**config.mk**
```make
export PLATFORM = sky130hd
export DESIGN_NAME = piso_shift_tx
export DESIGN_NICKNAME = d
export VERILOG_FILES = /design/src/rtl/piso_pkg.sv /design/src/rtl/piso_shift_tx_bit_counter.sv /design/src/rtl/piso_shift_tx.sv
export SDC_FILE = /design/constraint.sdc
export NUM_CORES = 1
export LEC_CHECK = 0
export CORE_ASPECT_RATIO = 0.9
export CORE_MARGIN = 4
export CORE_UTILIZATION = 47
export DETAILED_ROUTE_END_ITERATION = 8
export MAX_ROUTING_LAYER = met4
export PLACE_DENSITY_LB_ADDON = 0.2
export SKIP_LAST_GASP = 1
export SLEW_MARGIN = 20
export SYNTH_ARGS = -nofsm -noshare
export SYNTH_HDL_FRONTEND = slang
export SYNTH_SLANG_ARGS = --single-unit
```
**constraint.sdc**
```tcl
create_clock -name clk -period 1.9 [get_ports clk]
set_input_delay 0.19 -clock clk [delete_from_list [all_inputs] [get_ports clk]]
set_output_delay 0.19 -clock clk [all_outputs]
set_load 0.03 [all_outputs]
```
**src/rtl/piso_pkg.sv**
```systemverilog
// Shared types and helpers for the parallel-in serial-out transmitter.
package piso_pkg;

  typedef enum logic {
    IDLE  = 1'b0,
    SHIFT = 1'b1
  } state_e;

  function automatic int clog2(input int value);
    int r = 0;
    for (int v = value - 1; v > 0; v = v >> 1) r++;
    return r;
  endfunction

endpackage

```
**src/rtl/piso_shift_tx_bit_counter.sv**
```systemverilog
// Bit-position counter: synchronous clear wins over enable; tc flags the last position.
module piso_shift_tx_bit_counter #(
  parameter int CNT_W = 3,
  parameter int LAST  = 7
) (
  input  logic             clk,
  input  logic             reset,
  input  logic             clear,
  input  logic             en,
  output logic [CNT_W-1:0] cnt,
  output logic             tc
);

  logic [CNT_W-1:0] cnt_q, cnt_d;

  always_comb begin
    cnt_d = cnt_q;
    if (clear)   cnt_d = '0;
    else if (en) cnt_d = cnt_q + 1'b1;
  end

  always_ff @(posedge clk or negedge reset) begin
    if (!reset) cnt_q <= '0;
    else        cnt_q <= cnt_d;
  end

  assign cnt = cnt_q;
  assign tc  = (cnt_q == CNT_W'(LAST));

endmodule

```
**src/rtl/piso_shift_tx.sv**
```systemverilog
// Serialises a WIDTH-bit word one bit per shift_en strobe, with sof/frame_done framing.
// A new word can be accepted on the last-bit strobe, so frames run back to back gaplessly.
module piso_shift_tx
  import piso_pkg::*;
#(
  parameter int WIDTH     = 8,
  parameter bit MSB_FIRST = 1'b1
) (
  input  logic             clk,
  input  logic             reset,
  input  logic             load_valid,
  output logic             load_ready,
  input  logic [WIDTH-1:0] load_data,
  input  logic             shift_en,
  output logic             sdo,
  output logic             sdo_valid,
  output logic             sof,
  output logic             frame_done,
  output logic             busy
);

  localparam int CNT_W = clog2(WIDTH);

  state_e           state_q, state_d;
  logic [WIDTH-1:0] shreg_q, shreg_d;
  logic             sdo_q, sdo_d;
  logic             busy_q, busy_d;
  logic             sof_q, sof_d;
  logic             frame_done_q, frame_done_d;

  logic [CNT_W-1:0] cnt;
  logic             tc;
  logic             shift_now, last_shift, accept, cnt_clr, cnt_en;

  assign shift_now  = (state_q == SHIFT) && shift_en;
  assign last_shift = shift_now && tc;
  assign load_ready = (state_q == IDLE) || last_shift;
  assign accept     = load_valid && load_ready;
  assign cnt_clr    = accept || last_shift;
  assign cnt_en     = shift_now && !tc;

  piso_shift_tx_bit_counter #(
    .CNT_W (CNT_W),
    .LAST  (WIDTH - 1)
  ) u_bit_counter (
    .clk   (clk),
    .reset (reset),
    .clear (cnt_clr),
    .en    (cnt_en),
    .cnt   (cnt),
    .tc    (tc)
  );

  always_comb begin
    state_d = state_q;
    shreg_d = shreg_q;
    if (accept) begin
      state_d = SHIFT;
      shreg_d = load_data;
    end else if (last_shift) begin
      state_d = IDLE;
      shreg_d = '0;
    end else if (shift_now) begin
      shreg_d = MSB_FIRST ? {shreg_q[WIDTH-2:0], 1'b0} : {1'b0, shreg_q[WIDTH-1:1]};
    end
    // Outputs are computed from next state so they are registered yet aligned with it.
    busy_d       = (state_d == SHIFT);
    sdo_d        = busy_d && (MSB_FIRST ? shreg_d[WIDTH-1] : shreg_d[0]);
    sof_d        = busy_d && (cnt_clr || ((cnt == '0) && !cnt_en));
    frame_done_d = last_shift;
  end

  always_ff @(posedge clk or negedge reset) begin
    if (!reset) begin
      state_q      <= IDLE;
      shreg_q      <= '0;
      sdo_q        <= 1'b0;
      busy_q       <= 1'b0;
      sof_q        <= 1'b0;
      frame_done_q <= 1'b0;
    end else begin
      state_q      <= state_d;
      shreg_q      <= shreg_d;
      sdo_q        <= sdo_d;
      busy_q       <= busy_d;
      sof_q        <= sof_d;
      frame_done_q <= frame_done_d;
    end
  end

  assign sdo        = sdo_q;
  assign sdo_valid  = busy_q;
  assign busy       = busy_q;
  assign sof        = sof_q;
  assign frame_done = frame_done_q;

endmodule

```
Word-level counts from Yosys, hierarchy flattened
Index checks and enable logic that the tools add are counted.
Widths: inputs -> output; s select.
{"block": "word_totals", "ff_bits": 15, "inputBits": 12, "out_inout_bits": 6, "elab_cells": 32}
{"block": "op_classes", "n_addsub": 1, "eq_ne": 1, "n_mux": 7, "bitwise_logic": 1, "reduce_logical": 15}
{"cell": "$mux 8", "n": 3}
{"cell": "$logic_and 1x1->1", "n": 7}
{"cell": "$mux 3", "n": 2}
{"cell": "$add 3x1->3 const B", "n": 1}
{"cell": "$eq 3x3->1 const B", "n": 1}
{"cell": "$logic_not 3->1", "n": 1}
{"cell": "$logic_or 1x1->1", "n": 3}
{"cell": "$reduce_bool 3->1", "n": 1}
{"cell": "$logic_not 1->1", "n": 2}
{"cell": "$mux 1", "n": 2}
{"cell": "$reduce_bool 2->1", "n": 1}
{"cell": "$not 1->1", "n": 1}

Longest topological paths before layout
Gate-level depths: netlist of the first run.
{"block": "depth", "ltp_word": 7, "ltp_mapped": 6, "ltp_nobuf": 5}

Modules after synthesis
Synthesis of the first run repeated with hierarchy kept, for this count alone.
{"block": "unflattened", "cells_unflattened": 73, "hier_area_um2": 789.5}
{"module": "piso_shift_tx", "n_inst": 1, "cells_per_inst": 62, "area_each_um2": 649.4, "seq_area_each_um2": 300.3}
{"module": "piso_shift_tx_bit_counter", "n_inst": 1, "cells_per_inst": 11, "area_each_um2": 140.1, "seq_area_each_um2": 75.1}

Least setup slack after synthesis of the first run
Ideal clock, no wire load.
{"block": "synth_path", "path_type": "register to register", "start": "register u_bit_counter.cnt_q[0], in the netlist u_bit_counter.cnt[0]", "end": "register shreg_q[7]", "setup_time_ps": 141, "arrival_ps": 1383, "required_time_ps": 1759, "slack_ps": 377, "path_stages_with_launch": 7, "path_buffers": 1, "synth_period_minus_slack_ps": 1523, "cell_sequence": "dfrtp_1 -> ha_1 -> ha_1 -> a21bo_4 -> buf_6 -> a221oi_2 -> a31oi_1"}
{"block": "synth_between", "elab_chain_len": 5, "word_cells_on_any_way": 6, "classes_between": "eq/ne: 1; mux: 2; reduce/logical: 3"}
{"item": "start: declaration", "line": "piso_shift_tx_bit_counter.sv:14", "rtl": "logic [CNT_W-1:0] cnt_q, cnt_d;"}
{"item": "start signal: assignment", "line": "piso_shift_tx_bit_counter.sv:24", "rtl": "else cnt_q <= cnt_d;"}
{"item": "$eq 3x3->1", "line": "piso_shift_tx_bit_counter.sv:28", "rtl": "assign tc = (cnt_q == CNT_W'(LAST));"}
{"item": "$logic_and 1x1->1", "line": "piso_shift_tx.sv:36", "rtl": "assign last_shift = shift_now && tc;"}
{"item": "$logic_or 1x1->1", "line": "piso_shift_tx.sv:37", "rtl": "assign load_ready = (state_q == IDLE) || last_shift;"}
{"item": "named net load_ready", "line": "piso_shift_tx.sv:12", "rtl": "output logic load_ready,"}
{"item": "$logic_and 1x1->1", "line": "piso_shift_tx.sv:38", "rtl": "assign accept = load_valid && load_ready;"}
{"item": "$mux 8", "line": "piso_shift_tx.sv:57", "rtl": "if (accept) begin"}
{"item": "named net shreg_d[7]", "line": "piso_shift_tx.sv:25", "rtl": "logic [WIDTH-1:0] shreg_q, shreg_d;"}
{"item": "end signal: assignment", "line": "piso_shift_tx.sv:83", "rtl": "shreg_q <= shreg_d;"}
{"item": "end: declaration", "line": "piso_shift_tx.sv:25"}
The timed path passes the listed nets, and every way through them passes these cells.
A chain may end at the register's enable or synchronous reset.

Final worst setup path of the first run
{"block": "layout_path", "start": "register busy_q, in the netlist busy", "end": "output port busy"}
{"item": "start: declaration", "line": "piso_shift_tx.sv:27", "rtl": "logic busy_q, busy_d;"}
{"item": "start signal: assignment", "line": "piso_shift_tx.sv:85", "rtl": "busy_q <= busy_d;"}
{"item": "end: declaration", "line": "piso_shift_tx.sv:19", "rtl": "output logic busy"}
No word-level cell between the ends.

==> results_dict.tcl, run 1 <==
set metrics [dict create \
    yosys.area.top_type "dfrtp_1" \
    path_buf_inv 1 \
    n_antenna_cell 0 \
    synth_area_per_cell_um2 11.10 \
    grt_usage 0.1659 \
    layout-drive-gt1-share 0.1325 \
    slew_viol_final 0 \
    post-route-period-util 0.9361 \
    fillers 126 \
    setup_tns_ns 0 \
    p_int_uw 642.0 \
    syn_to_final_growth_pct 23.88 \
    ir_drop_mv 0.5807 \
    clock.fmax_mhz 562.3 \
    synth_area_leaders "dfrtp_1 (50%), a32oi_1 (7.0%), ha_1 (5.0%), a21oi_1 (4.0%), nor2_1 (3.5%)" \
    gr-total-overflow 0 \
    worstPathArrival_ns 1.59 \
    dpl-instance-area_um2 908.4 \
    path_clk_slew_ns 0.09 \
    grt_pass1_vias 537 \
    postSynthCellCount 68 \
    wl_mm 1.444 \
    synth_top_area_share 0.4975 \
    ioPinCount 18 \
    leakage_uw 0.0004169 \
    synthesis.nets 83 \
    power_switching_share 0.3357 \
    post-route-drc-count 0 \
    crit_fanout 11 \
    numCtsBuffers 3 \
    rsz0062_at_grt "no" \
    htreeDepth 1 \
    cts_hold_buf 0 \
    synth_edf_count 0 \
    viasPerCell 5.352 \
    crit_cells 1 \
    drt_first_pass_iters 4 \
    finalHoldViolCount 0 \
    clockPowerShare 0.192 \
    setup_viol 0 \
    period_needed_ns 1.779 \
    ys_seq_elements 15 \
    critPathKind "flip-flop to output pin" \
    dieArea_um2 2311 \
    final_antenna_net_count 0 \
    root_buffer "clkbuf_4" \
    setup_ws_ns 0.1215 \
    clock-sinks 15 \
    r2r_cells 5 \
    crit_chain "clkdlybuf4s50_1" \
    power_switching_uw 324.5 \
    end_kind "output pin" \
    cpMaxStageDelayCell "clkdlybuf4s50_1" \
    cts_setup_buffers 0 \
    grt_start_max_net_pins 16 \
    core_area_um2 1480 \
    cp_top_family "buffers and inverters" \
    finalInstanceArea_um2 934.6 \
    ys_warn_count 0 \
    run_status "finished clean" \
    fp.dieH_um 46.01 \
    row_count 13 \
    power_uw 966.5 \
    cts_tree "yes" \
    antenna_found_initial 0 \
    cap_viol_max_count 0 \
    cpPeakStageDelay_ns 0.74 \
    vias 562 \
    power_density_nw_per_um2 1034 \
    ys.flop_type "dfrtp_1" \
    tightest_slew_ns 0.6795 \
    ys_seq_area_frac 0.4975 \
    seq_power_share 0.463 \
    wl_per_cell_um 13.75 \
    clkLatencyLatePin_ns 0.29 \
    pwr-share-comb 0.345 \
    nNetsFinal 99 \
    grt_pass1_wl_mm 2.566 \
    synth_area_um2 754.5 \
    synth_cell_type_count 26 \
    initial_utilization 0.5097 \
    utilization 0.6314 \
    drt_iter0_markers 8 \
    async_flop_share 1.000 \
    cp-start-kind "flip-flop" \
    gp_congestion 0.7385 \
    die_w_um 50.23 \
    finClkSkew_ns 0.002762 \
    place_ws_ns 0.3502 \
    synth_common_cells "dfrtp_1 (15), nor2_1 (7), a21oi_1 (6), a32oi_1 (6), nand2_1 (4)" \
    slew_headroom 0.5456 \
    dp_hpwl_mm 1.020 \
    hold_class "primary input to asynchronous set/reset pin" \
    synth_most_common_cell "dfrtp_1" \
    portBuffers 17 \
    clockBufferDepth 2 \
    crit_required_ns 1.71 \
    ctsResizeCount 0 \
]
## routing by layer
layer,track usage,up-vias,routed length (um)
li1,-,279,-
met1,0.2033,259,666
met2,0.2161,19,613
met3,0.08197,5,132
met4,0.09945,0,32
met5,-,-,0
## path summary, 6_finish.rpt
check                                     start          to  slack (ns)
setup / recovery                           busy        busy        0.12
setup reg to reg           u_bit_counter.cnt[0]  shreg_q[2]        0.37
min in group clk                   load_data[7]  shreg_q[7]        0.51
hold / removal                            reset  frame_done        0.31
hold reg to reg                      shreg_q[0]  shreg_q[0]        0.51
max in group asynchronous                 reset  shreg_q[2]        1.16
## power by group through the flow
| stage | Combinational, uW | Sequential (uW) | Clock, uW |
|---|---|---|---|
| global route | 376 | 462 | 207 |
| CTS | 336 | 449 | 194 |
| finish | 334 | 447 | 185 |
| floorplan | 210 | 478 | 0 |
| detailed placement | 334 | 455 | 0 |
| global placement | 332 | 452 | 0 |
## kinds of logic (layout without fill, tap and decap cells)
kind of cell / count (synthesis) / in the layout / share of synthesized area
adder cells (fa/ha/maj): 3 / 3 / 0.04976
flip-flops: 15 / 15 / 0.4975
AND/OR/NAND/NOR: 16 / 16 / 0.1111
multiplexers: 2 / 2 / 0.03316
buffers and inverters: 10 / 25 / 0.07959
AO/OA/AOI/OAI: 22 / 22 / 0.2289
## state kept, by name (all words and copies together) (netlist names)
register and cells:
shreg_q 8, u_bit_counter.cnt 3, frame_done 1, sof 1
sdo 1, busy 1
## layout by cell type (no fill, tap or decap), drive strengths merged
cell / synthesis / routed
a21bo: 1 / 1
a21oi: 6 / 6
a221oi: 1 / 1
a22o: 1 / 1
a22oi: 1 / 1
a31oi: 1 / 1
a32o: 2 / 2
a32oi: 6 / 6
and3: 1 / 1
and3b: 1 / 1
and4b: 1 / 1
buf: 6 / 2
clkbuf: 1 / 4
clkdlybuf4s50: 0 / 16
dfrtp: 15 / 15
ha: 3 / 3
inv: 3 / 3
mux2: 1 / 1
mux2i: 1 / 1
nand2: 4 / 4
nand2b: 1 / 1
nor2: 7 / 7
o21ai: 2 / 2
o22ai: 1 / 1
or2b: 1 / 1
## layout make-up
type,instances,area [um^2],area share
multi-input combinational,43,319.1,0.3414
tap,22,27.53,0.02945
inverter,3,11.26,0.01205
clock buffer,4,26.28,0.02811
timing repair buffer,18,175.2,0.1874
sequential,15,375.4,0.4016
## per-stage QoR
stage               std cells  hold slack, ns
global route              105          0.3407
floorplan                  68         -0.1056
finish                    105          0.3057
global placement          101          0.4873
detailed placement        101          0.4949
CTS                       105          0.3188
No activity file was read; power rests on OpenSTA's default activity.
==> run 2, diff against run 1 <==
--- a/config.mk
+++ b/config.mk
@@ -6,7 +6,7 @@
 export NUM_CORES = 1
 export LEC_CHECK = 0
 export CORE_ASPECT_RATIO = 0.9
-export CORE_MARGIN = 4
+export CORE_MARGIN = 2
 export CORE_UTILIZATION = 47
 export DETAILED_ROUTE_END_ITERATION = 8
 export MAX_ROUTING_LAYER = met4
==> results_dict.tcl, run 2 (synthesized netlist as in run 1, its figures left out) <==
set metrics [dict create \
    leakage_uw 0.0004169 \
    ioPinCount 18 \
    largest_reg_flops 8 \
    numCtsBuffers 3 \
    grt_pass1_vias 505 \
    clockBufferDepth 2 \
    n_antenna_cell 0 \
    crit_fanout 11 \
    antenna_found_initial 0 \
    hold_class "primary input to asynchronous set/reset pin" \
    path_clk_slew_ns 0.09 \
    reg2reg_setup_slack_ns 0.39 \
    finalHoldViolCount 0 \
    viasPerCell 5.305 \
    root_buffer "clkbuf_4" \
    power_density_nw_per_um2 1024 \
    setup_tns_ns 0 \
    top_register "shreg_q" \
    setup_viol 0 \
    setup_ws_ns 0.1497 \
    clkLatencyLatePin_ns 0.28 \
    layout-drive-gt1-share 0.1325 \
    dp_hpwl_um 974 \
    gp_congestion 0.7821 \
    final_common_cell "clkdlybuf4s50_1" \
    place_ws_ns 0.3905 \
    crit_chain "clkdlybuf4s50_1" \
    clock-sinks 15 \
    vias 557 \
    cp_top_family "buffers and inverters" \
    post-route-period-util 0.9212 \
    portBuffers 17 \
    slew_headroom 0.5631 \
    finalInstanceArea_um2 934.6 \
    core_area_um2 1480 \
    fp.dieH_um 42.01 \
    htreeDepth 1 \
    final_cell_mix "clkdlybuf4s50_1 (16), dfrtp_1 (15), nor2_1 (7)" \
    finClkSkew_ns 0.004352 \
    worstPathArrival_ns 1.56 \
    ir_drop_mv 0.7333 \
    rsz0062_at_grt "no" \
    cts_tree "yes" \
    grt_pass1_wl_mm 2.263 \
    cpMaxStageDelayCell "clkdlybuf4s50_1" \
    wl_per_cell_um 13.08 \
    wl_mm 1.373 \
    path_buf_inv 1 \
    critPathKind "flip-flop to output pin" \
    row_count 13 \
    cts_hold_buf 0 \
    cpPeakStageDelay_ns 0.74 \
    dieArea_um2 1942 \
    ctsResizeCount 0 \
    post-route-drc-count 0 \
    gr-total-overflow 0 \
    syn_to_final_growth_pct 23.88 \
    grt_usage 0.1677 \
    crit_required_ns 1.71 \
    final_antenna_net_count 0 \
    nNetsFinal 99 \
    dpl-instance-area_um2 908.4 \
    drt_iter0_markers 11 \
    cap_viol_max_count 0 \
    fillers 140 \
    cp-start-kind "flip-flop" \
    die_w_um 46.23 \
    drt_first_pass_iters 4 \
    initial_utilization 0.5097 \
    tightest_slew_ns 0.6533 \
    period_needed_ns 1.750 \
    slew_viol_final 0 \
    clock.fmax_mhz 571.3 \
    cts_setup_buffers 0 \
    run_status "finished clean" \
    grt_start_max_net_pins 16 \
    end_kind "output pin" \
]
## run 2: cell counts in the layout (fill, tap and decap cells not counted)
No cell type changed its count.
## run 2: final timing paths
path                                      startpoint          to  cells after the start
worst max-delay path                            busy        busy                      1
worst min-delay path                           reset  shreg_q[3]                      1
worst max register to register  u_bit_counter.cnt[0]  shreg_q[5]                      5
worst min register to register            shreg_q[0]  shreg_q[0]                      1
max in group asynchronous                      reset  shreg_q[0]                      1
min in group clk                        load_data[7]         sdo                      3
## run 2: stage by stage
stage / total power, uW / cells / hold WS, ns / util
after floorplan: 687.4 / 68 / -0.1056 / -
after global placement: 783.1 / 101 / 0.4980 / 0.6137
after detailed placement: 789.7 / 101 / 0.4990 / 0.6137
after CTS: 969.7 / 105 / 0.3420 / 0.6314
after global routing: 1026 / 105 / 0.3796 / 0.6314
final: 957.4 / 105 / 0.3080 / 0.6314
## run 2: metal layers
metal | global-route usage | up-vias | wire length, um
met3 | 0.04310 | 2 | 101
met1 | 0.2222 | 257 | 646
met5 | - | - | 0
met2 | 0.2417 | 22 | 620
met4 | 0.06857 | 0 | 5
li1 | - | 276 | -
## run 2: cell type report
cell class	instances	area (um^2)	share of cell area
clock buffers	4	26.28	0.02811
multi-input cells	43	319.1	0.3414
flip-flops and latches	15	375.4	0.4016
repair buffers	18	175.2	0.1874
inverters	3	11.26	0.01205
well taps	22	27.53	0.02945
## run 2: where the power goes
| part | internal, uW | leakage, uW | total [uW] | switching (uW) |
|---|---|---|---|---|
| sequential | 399 | 0.000184 | 446 | 47.3 |
| clock | 81.3 | 0.0000150 | 180 | 98.2 |
| combinational | 162 | 0.000218 | 331 | 170 |
==> run 3, diff against run 2 <==
--- a/config.mk
+++ b/config.mk
@@ -5,13 +5,14 @@
 export SDC_FILE = /design/constraint.sdc
 export NUM_CORES = 1
 export LEC_CHECK = 0
+export CELL_PAD_IN_SITES_DETAIL_PLACEMENT = 1
+export CELL_PAD_IN_SITES_GLOBAL_PLACEMENT = 1
 export CORE_ASPECT_RATIO = 0.9
 export CORE_MARGIN = 2
-export CORE_UTILIZATION = 47
+export CORE_UTILIZATION = 36
 export DETAILED_ROUTE_END_ITERATION = 8
 export MAX_ROUTING_LAYER = met4
 export PLACE_DENSITY_LB_ADDON = 0.2
-export SKIP_LAST_GASP = 1
 export SLEW_MARGIN = 20
 export SYNTH_ARGS = -nofsm -noshare
 export SYNTH_HDL_FRONTEND = slang
==> results_dict.tcl, run 3 (synthesized netlist as in run 1, its figures left out) <==
set metrics [dict create \
    antenna_found_initial 0 \
    cts_tree "yes" \
    ir_drop_mv 0.4320 \
    place_ws_ns 0.3640 \
    grt_pass1_wl_mm 2.504 \
    viasPerCell 5.138 \
    hold_class "primary input to asynchronous set/reset pin" \
    run_status "finished clean" \
    wl_mm 1.533 \
    syn_to_final_growth_pct 25.37 \
    clock-sinks 15 \
    slew_viol_final 0 \
    r2r_end "shreg_q[2]" \
    drt_iter0_markers 3 \
    setup_ws_ns 0.1283 \
    end_kind "output pin" \
    worstPathArrival_ns 1.58 \
    finalHoldViolCount 0 \
    grt_start_max_net_pins 16 \
    cpPeakStageDelay_ns 0.74 \
    path_buf_inv 1 \
    cp_top_family "buffers and inverters" \
    crit_required_ns 1.71 \
    grt_usage 0.1465 \
    setup_tns_ns 0 \
    gr-total-overflow 0 \
    post-route-drc-count 0 \
    reg2reg_setup_slack_ns 0.36 \
    row_count 15 \
    setup_viol 0 \
    cts_setup_buffers 0 \
    critPathKind "flip-flop to output pin" \
    top_register "shreg_q" \
    crit_fanout 11 \
    numCtsBuffers 3 \
    gp_congestion 0.7316 \
    n_antenna_cell 0 \
    cpMaxStageDelayCell "clkdlybuf4s50_1" \
    finClkSkew_ns 0.005792 \
    dp_cells 105 \
    nNetsFinal 100 \
    core_area_um2 1952 \
    clock.fmax_mhz 564.4 \
    ioPinCount 18 \
    die_w_um 52.26 \
    post-route-period-util 0.9325 \
    r2r_cells 5 \
    utilization 0.4846 \
    fp.dieH_um 47.43 \
    leakage_uw 0.0004217 \
    fillers 234 \
    ctsResizeCount 0 \
    worstReg2RegStart "u_bit_counter.cnt[0]" \
    dieArea_um2 2478 \
    final_cell_mix "clkdlybuf4s50_1 (16), dfrtp_1 (15), nor2_1 (7)" \
    slew_headroom 0.7619 \
    vias 560 \
    cap_viol_max_count 0 \
    crit_cells 1 \
    largest_reg_flops 8 \
    finalNonFillerCells 109 \
    wl_per_cell_um 14.06 \
    portBuffers 17 \
    period_needed_ns 1.772 \
    final_antenna_net_count 0 \
    initial_utilization 0.3865 \
    layout-drive-gt1-share 0.1429 \
    cts_hold_buf 0 \
    power_density_nw_per_um2 1025 \
    path_clk_slew_ns 0.09 \
    crit_chain "clkdlybuf4s50_1" \
    rsz0062_at_grt "no" \
    clockBufferDepth 2 \
    grt_pass1_vias 573 \
    htreeDepth 1 \
    dp_hpwl_mm 1.100 \
    drt_first_pass_iters 2 \
    power_uw 969.6 \
    tightest_slew_ns 0.3571 \
    final_common_cell "clkdlybuf4s50_1" \
    root_buffer "clkbuf_4" \
    clkLatencyLatePin_ns 0.28 \
    cp-start-kind "flip-flop" \
]
## run 3: power breakdown
group | total [uW] | switching (uW) | leakage (uW) | internal [uW]
clock | 182 | 100 | 0.0000150 | 81.4
sequential | 447 | 47.7 | 0.000184 | 399
combinational | 341 | 177 | 0.000223 | 164
total | 970 | 325 | 0.000422 | 645
## run 3: worst max-delay path by stage
stage | start | to | slack, ns
floorplan | u_bit_counter.cnt[0] | shreg_q[7] | 0.38
global placement | u_bit_counter.cnt[0] | shreg_q[2] | 0.37
detailed placement | shift_en | shreg_q[2] | 0.36
CTS | busy | busy | 0.10
global route | u_bit_counter.cnt[0] | load_ready | 0.04
finish | busy | busy | 0.13
## run 3: routing by layer
| layer | wire length (um) | vias to the layer above | GRT usage |
|---|---|---|---|
| met2 | 709 | 12 | 0.2532 |
| met3 | 76 | 0 | 0.03750 |
| li1 | - | 281 | - |
| met1 | 746 | 267 | 0.1710 |
| met5 | 0 | - | - |
| met4 | 0 | 0 | 0.04615 |
## run 3: layout make-up
cell class,count,area [um^2],area share
clock buffer,4,26.28,0.02778
inverter,3,11.26,0.01190
multi-input combinational,43,319.1,0.3373
sequential,15,375.4,0.3968
tap,25,31.28,0.03307
timing repair buffer,19,182.7,0.1931
## run 3: per-stage QoR
step	area, um^2	hold WS, ns
2_1_floorplan	754.5	-0.1056
3_3_place_gp	919.6	0.4836
3_5_place_dp	919.6	0.4906
4_1_cts	945.9	0.2178
5_1_grt	945.9	0.2197
6_report	945.9	0.2201
